===== src/rtl/fetch_stage_if.sv =====
// Instruction-memory request/response bus between the fetch stage and imem.
// One request is in flight at a time: imem_req/imem_ready accept it, imem_rvalid returns it.
interface fetch_stage_if;
    logic        imem_req;
    logic [31:0] imem_addr;
    logic        imem_ready;
    logic        imem_rvalid;
    logic [31:0] imem_rdata;

    modport master (
        output imem_req,
        output imem_addr,
        input  imem_ready,
        input  imem_rvalid,
        input  imem_rdata
    );

    modport slave (
        input  imem_req,
        input  imem_addr,
        output imem_ready,
        output imem_rvalid,
        output imem_rdata
    );
endinterface


===== src/rtl/fetch_stage.sv =====
// Instruction fetch stage with IF/ID pipeline register: PC, single-outstanding
// imem fetch, one-entry stall buffer, and branch/jump redirect with response discard.
module fetch_stage #(
    parameter logic [31:0] PC_RESET = 32'h0000_0000
) (
    input  logic                clk,
    input  logic                rst_n,
    input  logic                stall_d,
    input  logic                redirect_valid,
    input  logic [31:0]         redirect_target,
    fetch_stage_if.master       imem,
    output logic                valid_d,
    output logic [31:0]         instr_d,
    output logic [5:0]          op_d,
    output logic [5:0]          funct_d,
    output logic [31:0]         pc_d,
    output logic [31:0]         pcplus4_d
);

    typedef enum logic [1:0] {
        S_IDLE = 2'd0,
        S_REQ  = 2'd1,
        S_WAIT = 2'd2,
        S_HOLD = 2'd3
    } state_t;

    state_t      r_state;
    logic [31:0] r_pc_f;
    logic        r_discard;
    logic [31:0] r_buf;
    logic        r_valid;
    logic [31:0] r_instr;
    logic [31:0] r_pc;
    logic [31:0] r_pcplus4;

    logic [31:0] w_pc_next4;
    logic        w_load;
    logic [31:0] w_load_word;

    assign w_pc_next4  = r_pc_f + 32'd4;
    assign w_load_word = (r_state == S_HOLD) ? r_buf : imem.imem_rdata;
    // A word reaches IF/ID only when neither a flush nor a stall claims this cycle
    assign w_load = !redirect_valid && !stall_d &&
                    (((r_state == S_WAIT) && imem.imem_rvalid && !r_discard) ||
                     (r_state == S_HOLD));

    always_ff @(posedge clk or negedge rst_n) begin
        if (!rst_n) begin
            r_state   <= S_IDLE;
            r_pc_f    <= PC_RESET;
            r_discard <= 1'b0;
            r_buf     <= '0;
            r_valid   <= 1'b0;
            r_instr   <= '0;
            r_pc      <= '0;
            r_pcplus4 <= '0;
        end else begin
            if (redirect_valid) begin
                r_valid <= 1'b0;
                r_instr <= '0;
            end else if (stall_d) begin
                r_valid <= r_valid;
            end else if (w_load) begin
                r_valid   <= 1'b1;
                r_instr   <= w_load_word;
                r_pc      <= r_pc_f;
                r_pcplus4 <= w_pc_next4;
            end else begin
                r_valid <= 1'b0;
                r_instr <= '0;
            end

            case (r_state)
                S_IDLE: r_state <= S_REQ;
                S_REQ: begin
                    if (imem.imem_ready) begin
                        r_state   <= S_WAIT;
                        r_discard <= redirect_valid;
                    end
                end
                S_WAIT: begin
                    if (imem.imem_rvalid) begin
                        r_discard <= 1'b0;
                        if (redirect_valid || r_discard) begin
                            r_state <= S_REQ;
                        end else if (stall_d) begin
                            r_buf   <= imem.imem_rdata;
                            r_state <= S_HOLD;
                        end else begin
                            r_pc_f  <= w_pc_next4;
                            r_state <= S_REQ;
                        end
                    end else if (redirect_valid) begin
                        r_discard <= 1'b1;
                    end
                end
                S_HOLD: begin
                    if (redirect_valid) begin
                        r_state <= S_REQ;
                    end else if (!stall_d) begin
                        r_pc_f  <= w_pc_next4;
                        r_state <= S_REQ;
                    end
                end
                default: r_state <= S_IDLE;
            endcase

            // Placed after the case so a redirect overrides any sequential PC advance
            if (redirect_valid) begin
                r_pc_f <= {redirect_target[31:2], 2'b00};
            end
        end
    end

    assign imem.imem_req  = (r_state == S_REQ);
    assign imem.imem_addr = r_pc_f;

    assign valid_d   = r_valid;
    assign instr_d   = r_instr;
    assign op_d      = r_instr[31:26];
    assign funct_d   = r_instr[5:0];
    assign pc_d      = r_pc;
    assign pcplus4_d = r_pcplus4;

endmodule


===== src/flat_wrapper.sv =====
// flat-port wrapper written by rule: the top's interface ports become plain ports
module fetch_stage_flat 
#(
    parameter logic [31:0] PC_RESET = 32'h0000_0000
)
  (clk, rst_n, stall_d, redirect_valid, redirect_target, valid_d, instr_d, op_d, funct_d, pc_d, pcplus4_d, imem_imem_req, imem_imem_addr, imem_imem_ready, imem_imem_rvalid, imem_imem_rdata);
  fetch_stage_if imem_i ();
  input  logic clk;
  input  logic rst_n;
  input  logic stall_d;
  input  logic redirect_valid;
  input  logic [31:0] redirect_target;
  output logic valid_d;
  output logic [31:0] instr_d;
  output logic [5:0] op_d;
  output logic [5:0] funct_d;
  output logic [31:0] pc_d;
  output logic [31:0] pcplus4_d;
  output wire logic [$bits(imem_i.imem_req)-1:0] imem_imem_req;
  output wire logic [$bits(imem_i.imem_addr)-1:0] imem_imem_addr;
  input wire logic [$bits(imem_i.imem_ready)-1:0] imem_imem_ready;
  input wire logic [$bits(imem_i.imem_rvalid)-1:0] imem_imem_rvalid;
  input wire logic [$bits(imem_i.imem_rdata)-1:0] imem_imem_rdata;
  assign imem_imem_req = imem_i.imem_req;
  assign imem_imem_addr = imem_i.imem_addr;
  assign imem_i.imem_ready = imem_imem_ready;
  assign imem_i.imem_rvalid = imem_imem_rvalid;
  assign imem_i.imem_rdata = imem_imem_rdata;
  fetch_stage #(.PC_RESET(PC_RESET)) u_core (.clk(clk), .rst_n(rst_n), .stall_d(stall_d), .redirect_valid(redirect_valid), .redirect_target(redirect_target), .imem(imem_i), .valid_d(valid_d), .instr_d(instr_d), .op_d(op_d), .funct_d(funct_d), .pc_d(pc_d), .pcplus4_d(pcplus4_d));
endmodule

===== config.mk =====
export PLATFORM = sky130hd
export DESIGN_NAME = fetch_stage_flat
export DESIGN_NICKNAME = d
export VERILOG_FILES = /design/src/rtl/fetch_stage_if.sv /design/src/rtl/fetch_stage.sv /design/src/flat_wrapper.sv
export SDC_FILE = /design/constraint.sdc
export NUM_CORES = 1
export LEC_CHECK = 0
export CAP_MARGIN = 10
export CORE_UTILIZATION = 40
export DETAILED_ROUTE_END_ITERATION = 8
export GPL_TIMING_DRIVEN = 0
export MAX_ROUTING_LAYER = met4
export PLACE_DENSITY = 0.78
export SYNTH_ARGS = -nofsm -noshare
export SYNTH_HDL_FRONTEND = slang
export SYNTH_SLANG_ARGS = --single-unit

===== constraint.sdc =====
create_clock -name clk -period 2.9 [get_ports clk]
set_input_delay 0.435 -clock clk [delete_from_list [all_inputs] [get_ports clk]]
set_output_delay 0.435 -clock clk [all_outputs]
set_load 0.05 [all_outputs]

==> flow_summary_export.csv <==
group,metric,value,unit
run_status,status,"completed",
worst_setup_path,r2r-start,"u_core.r_state[0]",
global_route,grt_max_degree,83,
worst_setup_path,worstRegToRegCells,7,
worst_setup_path,crit_type,"reg2reg",
final_layout,num_antenna_cells,0,
timing,hold_ws,0.4738,ns
global_route,grt_overflow,0,
clocking,cts.path.max_buffers,2,
final_layout,area_delta_synth_final,39.98,%
synthesis,ys_ff_latch,158,
worst_setup_path,worstSetupStartpoint,"u_core.r_state[0]",
worst_setup_path,r2r-end,"u_core.pc_d[18]",
worst_hold_path,hold_start,"redirect_valid",
routing,drt-pass1-iter-count,5,
synthesis,synthSimpleGateAreaFrac,0.1408,
timing,fmax,0.4068,GHz
die,die_h,139.4,µm
clocking,post-cts-setup-buffers,0,
timing,relSlewSlack,0.4855,
clocking,cts_sinks,158,
timing,post-route-period-util,0.8476,
routing,vias_per_cell,5.080,
synthesis,synth.area.mux_share,0.1347,
synthesis,syn_area,0.007551,mm²
synthesis,yosys-top-cells-area,"dfrtp_1, mux2_2, nand2_1, xnor2_1, o21ai_0",
timing,rsz0062_at_grt,"false",
final_layout,finalInstanceArea,0.01057,mm²
die,rows,49,
synthesis,yosys_warnings,0,
flow_run,drv_cap,0,
die,io_pins,212,
placed_design,io_buffers,202,
placed_design,hpwl,14980,µm
worst_setup_path,critPathMaxFanout,10,
synthesis,synth_top_family_by_area,"simple AND/OR/NAND/NOR gates",
synthesis,avgSynthCellArea,10.76,µm²
global_route,antenna_found_initial,0,
power,p_per_area,917.8,mW/mm²
synthesis,yosys-top-cells-count,"dfrtp_1, nand2_1, o21ai_0",
global_route,gr-usage-all-layers,0.2255,
final_layout,seqCellArea,0.003954,mm²
worst_hold_path,hold_depth,3,
worst_setup_path,cp_data_required_time,3.18,ns
die,core_region_area,0.01821,mm²
power,ir_worst_vdd,0.0006019,V
synthesis,post-synth-top-area-cell,"dfrtp_1",
worst_setup_path,end_kind,"flop",
synthesis,synth_fa_ha_area_frac,0.008285,
clocking,numCtsBuffers,17,
timing,min_period,2.458,ns
clocking,htreeDepth,4,
global_route,grt_pass1_vias,5952,
timing,fin_skew,0.01173,ns
die,start_util,0.4147,
placed_design,place_ws,-0.04871,ns
routing,drtIter0Drc,344,
synthesis,synth.most_common_cell,"dfrtp_1",
worst_hold_path,min_path_type,"in2reg",
timing,setup_slack,0.4420,ns
synthesis,synth_edf_count,0,
final_layout,multi_input_area,0.003184,mm²
placed_design,place.gp.congestion,0.8231,
synthesis,yosys_most_used_dff,"dfrtp_1",
synthesis,synth_top_area_frac,0.5236,
power,p_leak,4.400,nW
routing,dr_total_vias,5954,
synthesis,synth-xor-area-share,0.06611,
timing,setup_violations,0,
timing,hold_viol_final,0,
synthesis,synth_seq_area_share,0.5236,
die,fp.dieW,139.4,µm
final_layout,nNetsFinal,1005,
timing,worst_pin_slew,0.7717,ns
worst_setup_path,arrival,2.74,ns
worst_setup_path,rrSetupSlack,0.44,ns
clocking,clk_latency,0.43,ns
clocking,tritoncts,"done",
timing,slew_viol_final,0,
timing,tns,0,ns
routing,wirelength,20600,µm
clocking,path_clk_slew,0.07,ns
worst_setup_path,start_kind,"flop",
routing,routedWlPerCell,17.58,µm
synthesis,synth_cell_types,42,
worst_hold_path,worstHoldEndpoint,"u_core.r_discard",
placed_design,place_area,0.009911,mm²
die,fp.dieArea,0.01943,mm²
clocking,cts_root_buffer,"clkbuf_16",
routing,drc,0,
synthesis,synth-compound-area-share,0.06827,
final_layout,fill_cells,1561,
global_route,grt_pass1_wl,32810,µm
routing,detail-route-antenna-nets,0,
synthesis,async_flop_share,1.000,
final_layout,drive_above_1_share,0.1665,
synthesis,synthCells,702,
==> timing repair <==
item,in CTS,in global routing
hold buffers,1,0
gates resized for setup,0,1
hold endpoints to repair,1,0
setup endpoints to repair,0,20
==> placed cells by master (no fill, tap or decap), drive strengths merged <==
cell,n
clkbuf,46
and4,9
nor4b,1
nand4,12
nor3,16
o31ai,1
inv,13
xnor2,46
a221o,1
mux2,61
and2,3
xor2,11
and4bb,1
buf,48
or2,1
clkinv,3
or3,1
nor3b,2
bufinv,4
nand3,15
dlygate4sd3,1
a31oi,1
conb,6
o21ai,95
clkdlybuf4s50,201
o211ai,1
dfrtp,158
ha,5
and3,5
nor2,19
nor2b,2
clkinvlp,1
o2111ai,1
nor4,10
nand2,109
mux2i,33
==> final cells by class <==
| type | instances | area share |
|---|---|---|
| inverters | 6 | 0.002131 |
| plain buffers | 75 | 0.03906 |
| clock buffers | 17 | 0.04025 |
| repair buffers | 204 | 0.1953 |
| flip-flops and latches | 158 | 0.3741 |
| multi-input cells | 468 | 0.3013 |
| well taps | 229 | 0.02711 |
| clock inverters | 15 | 0.02083 |
==> metal layers <==
metal | up-vias | wire (µm) | GRT usage
li1 | 2838 | - | -
met1 | 2899 | 9202 | 0.2834
met2 | 197 | 9887 | 0.3639
met3 | 20 | 1260 | 0.05196
met4 | 0 | 251 | 0.06316
met5 | - | 0 | -
==> report_power, final <==
part / total (mW) / switching (mW) / leakage [nW] / internal (mW)
Sequential: 3.17 / 0.355 / 2.05 / 2.82
Combinational: 4.07 / 2.61 / 2.04 / 1.46
Clock: 2.46 / 0.990 / 0.313 / 1.47
Total: 9.70 / 3.96 / 4.40 / 5.75
==> worst max path at each step <==
| stage | to | slack, ns | depth (start not counted) |
|---|---|---|---|
| 2_1_floorplan | u_core.pcplus4_d[30] | 0.85 | 8 |
| 3_3_place_gp | u_core.imem.imem_addr[19] | -5.29 | 1 |
| 3_5_place_dp | u_core.pc_d[18] | -0.05 | 6 |
| 4_1_cts | u_core.pc_d[18] | 0.13 | 7 |
| 5_1_grt | u_core.pc_d[18] | 0.16 | 7 |
| 6_report | u_core.pc_d[18] | 0.44 | 7 |
==> logic make-up after synthesis <==
family | Yosys count
xor gates and xnor gates | 57
muxes | 94
AOI/OAI and AO/OA | 100
other | 1
adders and majority gates | 5
buffers and inverters | 81
DFF | 158
and+or+nand+nor | 206
==> sequential cells by signal, indices dropped and copies added (netlist names) <==
name,count
u_core.valid_d,1
u_core.pcplus4_d,30
u_core.r_state,2
u_core.r_buf,32
u_core.pc_d,30
u_core.r_discard,1
u_core.instr_d,32
u_core.imem.imem_addr,30
==> worst max-delay path: stages (launching register included) <==
cell and delay (ns):
dfrtp_1 0.42, inv_1 0.07, ha_1 0.28, and3_1 0.22, o21ai_2 0.34, buf_2 0.34
clkbuf_1 0.49, o21ai_0 0.16
==> through the flow <==
step,utilization,power [mW],std cells
after floorplan,-,5.826,707
after global placement,0.5425,7.217,1138
after detailed placement,0.5443,7.300,1139
after CTS,0.5803,9.783,1172
after global routing,0.5805,10.11,1172
final,0.5805,9.701,1172
Power figures use the tool's default switching activity.
